[src/rtl/pwm_config_controller.sv]
// PWM generator with a programmable tick divider and a double-buffered
// configuration. Changes offered while the generator runs are parked in
// shadow registers and applied only at a PWM period boundary, so a tick
// or period is never cut short by a reconfiguration.
module pwm_config_controller #(
  parameter int          DIV_W   = 16,
  parameter int          DUTY_W  = 8,
  parameter int unsigned RST_DIV = 4999
) (
  input  logic              clock,
  input  logic              reset_n,
  input  logic              enable,
  input  logic              cfg_valid,
  output logic              cfg_ready,
  input  logic [DIV_W-1:0]  cfg_div,
  input  logic [DUTY_W-1:0] cfg_duty,
  output logic              tick,
  output logic              period_start,
  output logic              pwm_out,
  output logic              cfg_pending
);

  localparam logic [DIV_W-1:0] RST_DIV_V = DIV_W'(RST_DIV);

  typedef enum logic [1:0] {
    S_IDLE = 2'd0,
    S_RUN  = 2'd1,
    S_PEND = 2'd2
  } state_t;

  state_t              state_q, state_d;
  logic [DIV_W-1:0]    div_cnt_q, div_cnt_d;
  logic [DUTY_W-1:0]   duty_cnt_q, duty_cnt_d;
  logic [DIV_W-1:0]    act_div_q, act_div_d;
  logic [DUTY_W-1:0]   act_duty_q, act_duty_d;
  logic [DIV_W-1:0]    sh_div_q, sh_div_d;
  logic [DUTY_W-1:0]   sh_duty_q, sh_duty_d;
  logic                pwm_q, pwm_d;

  logic running;
  logic div_wrap;
  logic tick_c;
  logic period_start_c;
  logic ready_c;
  logic xfer;

  // Status decode shared by the outputs and the next-state logic.
  always_comb begin
    running        = (state_q != S_IDLE);
    div_wrap       = (div_cnt_q == act_div_q);
    tick_c         = running && div_wrap;
    period_start_c = tick_c && (duty_cnt_q == {DUTY_W{1'b1}});
    ready_c        = (state_q != S_PEND);
    xfer           = cfg_valid && ready_c;
  end

  assign tick         = tick_c;
  assign period_start = period_start_c;
  assign cfg_ready    = ready_c;
  assign cfg_pending  = (state_q == S_PEND);
  assign pwm_out      = pwm_q;

  // Next-state, counter and configuration-register logic.
  always_comb begin
    state_d    = state_q;
    div_cnt_d  = div_cnt_q;
    duty_cnt_d = duty_cnt_q;
    act_div_d  = act_div_q;
    act_duty_d = act_duty_q;
    sh_div_d   = sh_div_q;
    sh_duty_d  = sh_duty_q;
    pwm_d      = 1'b0;

    unique case (state_q)
      S_IDLE: begin
        // Counters are held at zero so a later start begins a fresh period.
        div_cnt_d  = '0;
        duty_cnt_d = '0;
        if (xfer) begin
          act_div_d  = cfg_div;
          act_duty_d = cfg_duty;
        end
        if (enable) begin
          state_d = S_RUN;
        end
      end

      S_RUN: begin
        if (!enable) begin
          // Stopping: an offer accepted on the same edge goes straight to
          // the active registers since no period is in progress afterwards.
          state_d    = S_IDLE;
          div_cnt_d  = '0;
          duty_cnt_d = '0;
          if (xfer) begin
            act_div_d  = cfg_div;
            act_duty_d = cfg_duty;
          end
        end else begin
          if (div_wrap) begin
            div_cnt_d  = '0;
            duty_cnt_d = duty_cnt_q + DUTY_W'(1);
          end else begin
            div_cnt_d  = div_cnt_q + DIV_W'(1);
          end
          pwm_d = (duty_cnt_q < act_duty_q);
          // A transfer on a boundary cycle still lets the current boundary
          // pass with the old settings; the new ones wait a full period.
          if (xfer) begin
            sh_div_d  = cfg_div;
            sh_duty_d = cfg_duty;
            state_d   = S_PEND;
          end
        end
      end

      S_PEND: begin
        if (!enable) begin
          state_d    = S_IDLE;
          div_cnt_d  = '0;
          duty_cnt_d = '0;
          act_div_d  = sh_div_q;
          act_duty_d = sh_duty_q;
        end else begin
          if (div_wrap) begin
            div_cnt_d  = '0;
            duty_cnt_d = duty_cnt_q + DUTY_W'(1);
          end else begin
            div_cnt_d  = div_cnt_q + DIV_W'(1);
          end
          pwm_d = (duty_cnt_q < act_duty_q);
          if (period_start_c) begin
            // Period boundary: swap in the shadow set and restart counting.
            act_div_d  = sh_div_q;
            act_duty_d = sh_duty_q;
            div_cnt_d  = '0;
            duty_cnt_d = '0;
            state_d    = S_RUN;
          end
        end
      end

      default: begin
        state_d    = S_IDLE;
        div_cnt_d  = '0;
        duty_cnt_d = '0;
      end
    endcase
  end

  // State, counters, configuration and PWM output registers.
  always_ff @(posedge clock or negedge reset_n) begin
    if (!reset_n) begin
      state_q    <= S_IDLE;
      div_cnt_q  <= '0;
      duty_cnt_q <= '0;
      act_div_q  <= RST_DIV_V;
      act_duty_q <= '0;
      sh_div_q   <= '0;
      sh_duty_q  <= '0;
      pwm_q      <= 1'b0;
    end else begin
      state_q    <= state_d;
      div_cnt_q  <= div_cnt_d;
      duty_cnt_q <= duty_cnt_d;
      act_div_q  <= act_div_d;
      act_duty_q <= act_duty_d;
      sh_div_q   <= sh_div_d;
      sh_duty_q  <= sh_duty_d;
      pwm_q      <= pwm_d;
    end
  end

endmodule

[config.mk]
export PLATFORM = sky130hd
export DESIGN_NAME = pwm_config_controller
export DESIGN_NICKNAME = d
export VERILOG_FILES = /design/src/rtl/pwm_config_controller.sv
export SDC_FILE = /design/constraint.sdc
export NUM_CORES = 1
export LEC_CHECK = 0
export ABC_AREA = 1
export CORE_ASPECT_RATIO = 0.9
export CORE_MARGIN = 8
export CORE_UTILIZATION = 30
export CTS_BUF_LIST = sky130_fd_sc_hd__clkbuf_8
export DETAILED_ROUTE_END_ITERATION = 8
export PLACE_DENSITY = 0.44
export SYNTH_ARGS = -nofsm -noshare
export SYNTH_HDL_FRONTEND = slang
export SYNTH_SLANG_ARGS = --single-unit
export TNS_END_PERCENT = 1
[constraint.sdc]
create_clock -name clock -period 1.61 [get_ports clock]
set_input_delay 0.2415 -clock clock [delete_from_list [all_inputs] [get_ports clock]]
set_output_delay 0.2415 -clock clock [all_outputs]
set_load 0.1 [all_outputs]
Word level (Yosys, flattened, before mapping):

Cells that the tools add are included.

* output and inout bits: 5
* word-level logic and storage cells: 58
* bits in registers: 75
* latch bits: 0
* memory bits (writable): 0
* memories: 0
* bits in read-only memories: 0

* bitwise gates (word level): 0
* eq/ne operators: 9
* multiplexer cells: 28
* add/subtract/negate cells: 2
* reduce and logical (&&, ||, !) cells: 10
* shifts and indexed selects: 0
* divide/modulo/power cells: 0
* $mul: 0
* order comparisons: 1

Operators by type and width (number)
* $mux 16: 8
* $mux 8: 8
* $pmux 16 s3: 1
* $pmux 16 s2: 1
* $pmux 8 s3: 1
* $add 16x1->16 const B: 1
* $eq 16x16->1: 1
* $pmux 8 s2: 1
* $mux 2: 5
* $reduce_and 3->1: 3
* $add 8x1->8 const B: 1
* $eq 8x8->1 const B: 1
* $lt 8x8->1: 1
* $ne 2x2->1 const B: 3
* $ne 3x3->1 const B: 2
* $pmux 2 s3: 1
* $logic_and 1x1->1: 3
* $reduce_bool 3->1: 1
* $eq 2x1->1 const B: 1
* $eq 2x2->1 const B: 1
* $logic_not 2->1: 1
* $mux 1: 2
* $reduce_bool 2->1: 1
* $reduce_or 2->1: 1

Longest topological paths before layout:

Gate-level depths: netlist (run 1).

* depth in word-level cells: 6
* gate-level depth with buffers: 12

Worst setup path before layout (run 1):

OpenSTA, ideal clock, no wires.

* kind: register to output
* start point: register act_div_q[9]
* end point: output period_start
* stages on the path, launching flop included: 9
* data arrival time: 3.876 ns
* path slack: -2.508 ns
* cells stage by stage: dfstp_2 > inv_1 > nand2_1 > nand2_1 > nor2_1 > nand2_1 > nor2_2 > nand2_1 > nor4_1

* cells in the longest elaborated chain, start to end: 3

RTL lines
* start, declared: RTL line 34 `logic [DIV_W-1:0] act_div_q, act_div_d;`
* start signal, assigned: RTL line 166 `act_div_q <= act_div_d;`
* $eq 16x16->1: RTL line 50 `div_wrap = (div_cnt_q == act_div_q);`
* $logic_and 1x1->1: RTL line 51 `tick_c = running && div_wrap;`
* $logic_and 1x1->1: RTL line 52 `period_start_c = tick_c && (duty_cnt_q == {DUTY_W{1'b1}});`
* end, declared: RTL line 18 `output logic period_start,`

No other way between the ends.

Worst setup path in the final report (run 1):

* start point: register act_div_q[1]
* end point: output period_start

The elaborated chain is that of the path after synthesis.

==> results of run 1 <==
cell usage after synthesis, types with 2 or more instances:
cell type / n / share of area
nand2_1: 164 / 0.15
o21ai_0: 60 / 0.074
dfstp_2: 7 / 0.045
dfrtp_1: 68 / 0.42
nor2_1: 41 / 0.038
nor4_1: 2 / 0.0031
buf_6: 2 / 0.0056
nand4_1: 27 / 0.042
a21oi_1: 8 / 0.0099
nand3_1: 7 / 0.0086
inv_2: 3 / 0.0028
inv_1: 71 / 0.066
buf_4: 3 / 0.0056
xor2_1: 13 / 0.028
nor2_2: 2 / 0.0031
xnor2_1: 3 / 0.0065
ha_1: 13 / 0.040
clkbuf_1: 14 / 0.013
nor3_1: 8 / 0.0099
buf_2: 2 / 0.0025
cell type report:
cell class / count / area [µm²] / area share
clock inverters: 6 / 41.3 / 0.00766
clock buffers: 10 / 138 / 0.0255
flip-flops and latches: 75 / 1890 / 0.350
repair buffers: 102 / 973 / 0.181
inverters: 74 / 280 / 0.0520
well taps: 168 / 210 / 0.0390
multi-input cells: 359 / 1860 / 0.345
cells by family after synthesis:
family | Yosys count | share of synthesized area
and+or+nand+nor | 256 | 0.270
buffers and inverters | 95 | 0.0951
DFF | 75 | 0.465
AOI/OAI and AO/OA | 74 | 0.0951
xor gates and xnor gates | 16 | 0.0346
adders and majority gates | 13 | 0.0401
cell usage in the layout, fill, tap and decap left out, drive strengths merged:
cell type,instances
nand4,28
nor4,2
dlygate4sd3,1
dfstp,7
nor2,43
o22ai,1
o21a,1
a31oi,1
clkinv,1
o21ai,61
buf,75
or2,1
a2111oi,1
inv,78
clkdlybuf4s50,26
a21oi,8
nand2,165
nand3,8
ha,13
xor2,13
xnor2,3
nor3b,1
dfrtp,68
clkbuf,10
clkinvlp,1
nor3,8
a21o,1
repair_timing:
item	CTS	global route
hold endpoints to repair	22	0
pin swaps	3	9
cloned	0	0
hold buffers	1	0
buffers inserted	0	2
endpoints found under the setup margin	54	78
gates resized for setup	12	17
registers in the layout (all words and copies together) (netlist names):
signal      flops
sh_duty_q       8
state_q         2
act_duty_q      8
div_cnt_q      16
duty_cnt_q      8
pwm_out         1
act_div_q      16
sh_div_q       16
layer usage:
layer  vias up  wire length, µm  global-route usage
li1       1865                -                   -
met4         0              182              0.0543
met3        10              266              0.0222
met1      1572             5360               0.169
met2        42             4040               0.165
met5         -                0                   0
where the power goes:
part | switching, mW | internal [mW]
registers | 0.402 | 2.58
clock network | 0.763 | 0.605
logic | 2.01 | 1.46
total | 3.17 | 4.64
how the worst min path moves through the flow:
stage             from  cells past startpoint  slack, ns             to
5_1_grt        reset_n                      2       0.36   sh_duty_q[3]
6_report       reset_n                      2       0.33   sh_duty_q[3]
3_5_place_dp   reset_n                      1       0.18   sh_duty_q[3]
2_1_floorplan  reset_n                      0      -0.05  act_div_q[10]
4_1_cts        reset_n                      2       0.32   sh_duty_q[3]
3_3_place_gp   reset_n                      1       0.18   sh_duty_q[3]
==> results_dict.tcl, run 1 <==
set metrics [dict create \
    cp_max_fo 5 \
    numClockSinks 75 \
    cp.arrival_ns 1.97 \
    antenna_found_initial 0 \
    grt_usage 0.118 \
    initialDrtViolationCount 187 \
    dp.cells 775 \
    hpwl_um 7240 \
    grt-ovfl-total 0 \
    syn_nets 570 \
    antenna_cells 0 \
    hold_viol 0 \
    avgViaCountPerCell 4.39 \
    cts.reportedPaths.clkPinSlew_ns 0.09 \
    cp_slowest_cell "dfstp_2" \
    regToRegEndpoint "state_q[1]" \
    max_cap_viol_count 0 \
    critical_path.top_delay_family "simple AND/OR/NAND/NOR gates" \
    fp-row-count 40 \
    grt_pass1_wl_um 16900 \
    yosysWarnings 0 \
    design_area_mm2 0.00539 \
    ys_ff_latch 75 \
    synth_seq_area_share 0.465 \
    layout.nets 662 \
    gp_congestion 0.746 \
    setup_ws_ns -0.605 \
    hold_path.class "input port to async pin" \
    firstDrtPassIters 4 \
    fin_cells 794 \
    tritoncts "yes" \
    ctsHtreeMaxLevel 3 \
    syn_area_mm2 0.00405 \
    dieArea_mm2 0.0175 \
    grt_start_max_net_pins 49 \
    rsz0062_at_grt "yes" \
    place_area_mm2 0.00511 \
    cts_buffers 9 \
    drive_gt1_frac 0.198 \
    dieHeight_um 126 \
    required_ns 1.37 \
    nFillCells 1361 \
    avgRoutedWirePerCell_um 12.4 \
    synthArstFlopShare 1.00 \
    total_leakage_power_nw 2.69 \
    status "finished with violations" \
    power.density_mw_per_mm2 1450 \
    syn_avg_cell_area_um2 7.66 \
    clock_skew_ns 0.0130 \
    cp.depth 9 \
    port_buffers 32 \
    critPathCapture "period_start" \
    fin_hold_ws_ns 0.330 \
    violations "negative setup slack" \
    synth_top_flop_cell "dfrtp_1" \
    cts_root_buf "clkbuf_8" \
    ir_drop_mv 0.737 \
    end_kind "primary output" \
    synthCells 529 \
    path_class "flop to primary output" \
    yosys.cell_types.count 31 \
    coreArea_mm2 0.0133 \
    r2r_cells 10 \
    crit_path_start_kind "flop" \
    setup_tns_ns -5.16 \
    critPathBufInv 2 \
    fin_crit_ns 2.21 \
    r2r_setup_slack_ns -0.17 \
    die_w_um 139 \
    synth_edf_count 0 \
    max_slew_margin 0.761 \
    drc 0 \
    worst_slew_pin_slew_ns 0.349 \
    ant_nets 0 \
    post-route-util 0.407 \
    cp_cell_sequence "nand2_1 > inv_1 > nor2_1 > nor2_1 > nand2_1 > nor2_4 > nand2_4 > nor4_4 > buf_12" \
    min_period_over_period 1.38 \
    io_pins 33 \
    slowest_delay_ns 0.55 \
    dp_slack_ns -0.264 \
    vias 3489 \
    grt_pass1_vias 3394 \
    finalMaxSlewViolations 0 \
    clk_path_buf_depth 2 \
    wl_um 9850 \
    setup_viol 47 \
    worstReg2RegStart "act_div_q[2]" \
    clk_latency_ns 0.37 \
    crit_start "act_div_q[1]" \
    area_growth_pct 33.0 \
    max_freq_ghz 0.452 \
    initial_core_util 0.306 \
    power_mw 7.82 \
]
No activity file was read; power rests on OpenSTA's default activity.
==> run 2: changes to the inputs <==
==> constraint.sdc (replaced) <==
create_clock -name clock -period 1.8 [get_ports clock]
set_input_delay 0.27 -clock clock [delete_from_list [all_inputs] [get_ports clock]]
set_output_delay 0.27 -clock clock [all_outputs]
set_load 0.1 [all_outputs]
==> run 2 against run 1 <==
The run still ends with negative setup slack left. Sequential cell count unchanged. Setup slack gained 0.26 ns. Cell area down 3.9%. Sequential power shrank 10%. Clock power about the same. Largest cell class unchanged. Largest power group unchanged.
==> results_dict.tcl, run 2 (synthesis results as in run 1) <==
set metrics [dict create \
    max_cap_viol_count 0 \
    cts_buffers 9 \
    hold_path.class "input port to async pin" \
    combPwrFrac 0.413 \
    power_mw 6.89 \
    clkPwrFrac 0.199 \
    nFillCells 1343 \
    fp-row-count 40 \
    post-route-util 0.391 \
    cp_max_fo 4 \
    io_pins 33 \
    area_growth_pct 27.8 \
    vias 3385 \
    status "finished with violations" \
    critPathCapture "period_start" \
    power.density_mw_per_mm2 1330 \
    intPower_mw 4.14 \
    antenna_cells 0 \
    drive_gt1_frac 0.155 \
    grt_usage 0.114 \
    min_period_over_period 1.19 \
    regToRegEndpoint "duty_cnt_q[1]" \
    dieArea_mm2 0.0175 \
    tritoncts "yes" \
    critical_path.top_delay_family "simple AND/OR/NAND/NOR gates" \
    final_cell_mix "nand2_1, inv_1, dfrtp_1, o21ai_0" \
    clk_path_buf_depth 2 \
    critPathBufInv 2 \
    final_common_cell "nand2_1" \
    cts_setup_buffers 0 \
    cp.depth 9 \
    fin_crit_ns 2.15 \
    coreArea_mm2 0.0133 \
    ant_nets 0 \
    cp_slowest_cell "dfstp_2" \
    avgRoutedWirePerCell_um 12.6 \
    sw_frac_of_total 0.399 \
    finalMaxSlewViolations 0 \
    cts.reportedPaths.clkPinSlew_ns 0.08 \
    violations "negative setup slack" \
    antenna_found_initial 0 \
    grt_pass1_wl_um 16300 \
    numClockSinks 75 \
    gp_congestion 0.771 \
    initial_core_util 0.306 \
    max_freq_ghz 0.466 \
    dp.cells 751 \
    switchingPower_mw 2.75 \
    r2r_setup_slack_ns 0.02 \
    clock_skew_ns 0.00702 \
    setup_ws_ns -0.347 \
    setup_viol 2 \
    worstReg2RegStart "act_div_q[0]" \
    drc 0 \
    firstDrtPassIters 4 \
    max_slew_margin 0.718 \
    dp_slack_ns -0.0661 \
    dieHeight_um 126 \
    layout.nets 636 \
    cp_cell_sequence "nand2_1 > inv_1 > nor2_1 > nor2_1 > nand2_1 > nor2_2 > nand2_2 > nor4_4 > buf_12" \
    grt_pass1_vias 3276 \
    cts_root_buf "clkbuf_8" \
    required_ns 1.53 \
    r2r_cells 11 \
    ir_drop_mv 0.648 \
    avgViaCountPerCell 4.41 \
    p_seq_frac 0.388 \
    worst_slew_pin_slew_ns 0.420 \
    fin_cells 768 \
    ctsHtreeMaxLevel 3 \
    clk_latency_ns 0.36 \
    die_w_um 139 \
    largestRegisters "act_div_q x16, div_cnt_q x16, sh_div_q x16" \
    grt_start_max_net_pins 76 \
    hpwl_um 6870 \
    wl_um 9640 \
    crit_path_start_kind "flop" \
    rsz0062_at_grt "yes" \
    total_leakage_power_nw 2.56 \
    grt-ovfl-total 0 \
    initialDrtViolationCount 161 \
    path_class "flop to primary output" \
    end_kind "primary output" \
    hold_viol 0 \
    crit_start "act_div_q[0]" \
    slowest_delay_ns 0.54 \
    port_buffers 32 \
    cp.arrival_ns 1.88 \
]
run 2: cell types whose count changed in the layout (fill, tap and decap cells not counted), sizes merged:
cell    previous run  this run
buf               75        49
bufinv             0         1
clkbuf            10        11
inv               78        76
run 2: power groups by stage:
stage	sequential (mW)	clock, mW	combinational, mW
after floorplan	2.68	0	1.88
after global placement	2.67	0	2.82
after detailed placement	2.69	0	2.84
after CTS	2.67	1.44	2.87
after global routing	2.75	1.50	3.24
final	2.67	1.37	2.84
run 2: worst min-delay path: stages:
cell           delay, ns
dlygate4sd3_1       0.52
buf_4               0.11
buf_12              0.35
run 2: area by class of cell:
| cell class | instances | area (µm²) | area share |
|---|---|---|---|
| multi-input combinational | 359 | 1830 | 0.354 |
| sequential | 75 | 1890 | 0.364 |
| tap | 168 | 210 | 0.0406 |
| inverter | 74 | 278 | 0.0536 |
| clock buffer | 11 | 151 | 0.0292 |
| clock inverter | 5 | 53.8 | 0.0104 |
| timing repair buffer | 76 | 771 | 0.149 |
run 2: metal layers:
metal	global-route usage	wire length (µm)
met2	0.152	3870
met1	0.167	5330
met4	0.0587	210
met5	0	0
met3	0.0252	232
run 2: worst min path at each step:
stage / start / endpoint / cells past startpoint
after floorplan: reset_n / act_div_q[10] / 0
after global placement: reset_n / sh_duty_q[1] / 2
after detailed placement: reset_n / sh_duty_q[1] / 2
after CTS: cfg_div[1] / sh_div_q[1] / 3
after global routing: cfg_div[6] / sh_div_q[6] / 3
final: reset_n / sh_duty_q[1] / 3
run 2: timing repair:
item | 4_1_cts | 5_1_grt
gates resized for setup | 5 | 8
gates cloned | 0 | 0
setup endpoints to repair | 10 | 43
hold buffers | 1 | 0
endpoints found under the hold margin | 68 | 0
pin swaps | 0 | 4
run 2: stage by stage:
step / hold WS, ns / cell area (µm²) / TNS, ns
6_report: 0.464 / 5180 / -0.617
2_1_floorplan: -0.0256 / 4070 / -8.11
5_1_grt: 0.478 / 5180 / -3.14
3_3_place_gp: 0.332 / 4930 / -0.184
3_5_place_dp: 0.333 / 4930 / -0.383
4_1_cts: 0.455 / 5160 / -0.750
==> run 3: changes to the inputs <==
--- a/config.mk
+++ b/config.mk
@@ -11,6 +11,7 @@
 export CORE_UTILIZATION = 30
 export CTS_BUF_LIST = sky130_fd_sc_hd__clkbuf_8
 export DETAILED_ROUTE_END_ITERATION = 8
+export GPL_TIMING_DRIVEN = 0
 export PLACE_DENSITY = 0.44
 export SYNTH_ARGS = -nofsm -noshare
 export SYNTH_HDL_FRONTEND = slang
==> constraint.sdc (replaced) <==
create_clock -name clock -period 1.8 [get_ports clock]
set_input_delay 0.27 -clock clock [delete_from_list [all_inputs] [get_ports clock]]
set_output_delay 0.27 -clock clock [all_outputs]
set_load 0.005 [all_outputs]
==> run 3 against run 2 <==
Total power decreased by 4.2%. Critical endpoint unchanged. Highest routed layer unchanged. Setup slack improved by 0.049 ns. The run still ends with negative setup slack left. Utilization decreased by 1.3 points.
==> results_dict.tcl, run 3 (synthesis results as in run 1) <==
set metrics [dict create \
    initial_core_util 0.306 \
    final_cell_mix "nand2_1, inv_1, dfrtp_1, o21ai_0, nor2_1" \
    antenna_cells 0 \
    largestRegisters "act_div_q x16, div_cnt_q x16, sh_div_q x16" \
    final_common_cell "nand2_1" \
    tritoncts "yes" \
    grt_usage 0.119 \
    cp_max_fo 4 \
    path_class "flop to primary output" \
    dieHeight_um 126 \
    setup_ws_ns -0.298 \
    required_ns 1.53 \
    area_growth_pct 23.6 \
    ant_nets 0 \
    ir_drop_mv 0.426 \
    drive_gt1_frac 0.140 \
    grt_pass1_wl_um 17100 \
    worst_slew_pin_slew_ns 0.482 \
    io_pins 33 \
    vias 3412 \
    gp_congestion 0.761 \
    antenna_found_initial 0 \
    total_leakage_power_nw 2.45 \
    max_slew_margin 0.679 \
    finalMaxSlewViolations 0 \
    worstReg2RegStart "act_div_q[9]" \
    hpwl_um 7220 \
    crit_path_start_kind "flop" \
    cp.arrival_ns 1.83 \
    end_kind "primary output" \
    rsz0062_at_grt "yes" \
    fp-row-count 40 \
    hold_viol 0 \
    cts_buffers 9 \
    wl_um 10100 \
    hold_path.class "input port to async pin" \
    power.density_mw_per_mm2 1320 \
    r2r_cells 14 \
    regToRegEndpoint "act_div_q[11]" \
    layout.nets 622 \
    clock_skew_ns 0.00787 \
    firstDrtPassIters 4 \
    violations "negative setup slack" \
    drc 0 \
    clk_path_buf_depth 2 \
    status "finished with violations" \
    grt-ovfl-total 0 \
    avgViaCountPerCell 4.53 \
    coreArea_mm2 0.0133 \
    grt_start_max_net_pins 54 \
    cts_root_buf "clkbuf_8" \
    min_period_over_period 1.17 \
    port_buffers 32 \
    cts.reportedPaths.clkPinSlew_ns 0.08 \
    ctsHtreeMaxLevel 3 \
    clk_latency_ns 0.36 \
    grt_pass1_vias 3436 \
    power_mw 6.60 \
    max_cap_viol_count 0 \
    setup_tns_ns -4.48 \
    max_freq_ghz 0.477 \
    initialDrtViolationCount 211 \
    die_w_um 139 \
    setup_viol 35 \
    r2r_setup_slack_ns -0.19 \
    avgRoutedWirePerCell_um 13.4 \
    dieArea_mm2 0.0175 \
    numClockSinks 75 \
    fin_crit_ns 2.10 \
]
-- run 3: worst max-delay path by stage --
stage	depth (start not counted)	startpoint	to	slack, ns
after floorplan	8	state_q[0]	sh_div_q[10]	0.14
after global placement	1	reset_n	div_cnt_q[6]	-2.48
after detailed placement	9	act_div_q[12]	period_start	-0.70
after CTS	9	act_div_q[12]	period_start	-0.37
after global routing	9	act_div_q[9]	period_start	-0.38
final	9	act_div_q[9]	period_start	-0.30
-- run 3: cell type report --
type / count / area, µm²
fillers: 1373 / 8250
multi-input cells: 359 / 1910
flip-flops and latches: 75 / 1890
repair buffers: 41 / 392
inverters: 74 / 278
well taps: 168 / 210
clock buffers: 13 / 179
plain buffers: 21 / 136
clock inverters: 3 / 12.5
-- run 3: metal layers --
| layer | wire, µm | track usage | vias up |
|---|---|---|---|
| met5 | 0 | 0 | - |
| met4 | 168 | 0.0498 | 0 |
| met3 | 216 | 0.0199 | 10 |
| met2 | 4380 | 0.182 | 46 |
| met1 | 5310 | 0.162 | 1582 |
| li1 | - | - | 1774 |
-- run 3: stage by stage --
stage | util | hold WS, ns | setup slack (ns) | instances | area (µm²)
finish | 0.378 | 0.358 | -0.298 | 754 | 5010
global route | 0.378 | 0.381 | -0.382 | 754 | 5010
CTS | 0.372 | 0.359 | -0.370 | 753 | 4940
detailed placement | 0.347 | 0.204 | -0.698 | 730 | 4610
global placement | 0.346 | 0.463 | -2.48 | 729 | 4580
floorplan | - | -0.0256 | 0.135 | 529 | 4050
-- run 3: worst max-delay path: stages, from the launching register on --
cell and delay (ns):
dfstp_2 0.56, inv_1 0.04, nand2_1 0.05, nand2_1 0.06, nor2_2 0.11, nand2_2 0.07
nor2_4 0.14, nand2_4 0.09, nor4_4 0.17, buf_2 0.17
-- run 3: timing repair --
item	in CTS	in global routing
hold buffers	1	0
endpoints found under the hold margin	21	0
pin swaps	7	9
resized for setup	38	29
buffers inserted	6	1
setup endpoints to repair	73	76
-- run 3: report_power, final --
part | internal (mW) | total [mW] | switching, mW | leakage (nW)
clock | 0.641 | 1.30 | 0.657 | 0.108
combinational | 1.02 | 2.61 | 1.58 | 1.39
sequential | 2.31 | 2.69 | 0.382 | 0.950
total | 3.98 | 6.60 | 2.62 | 2.45
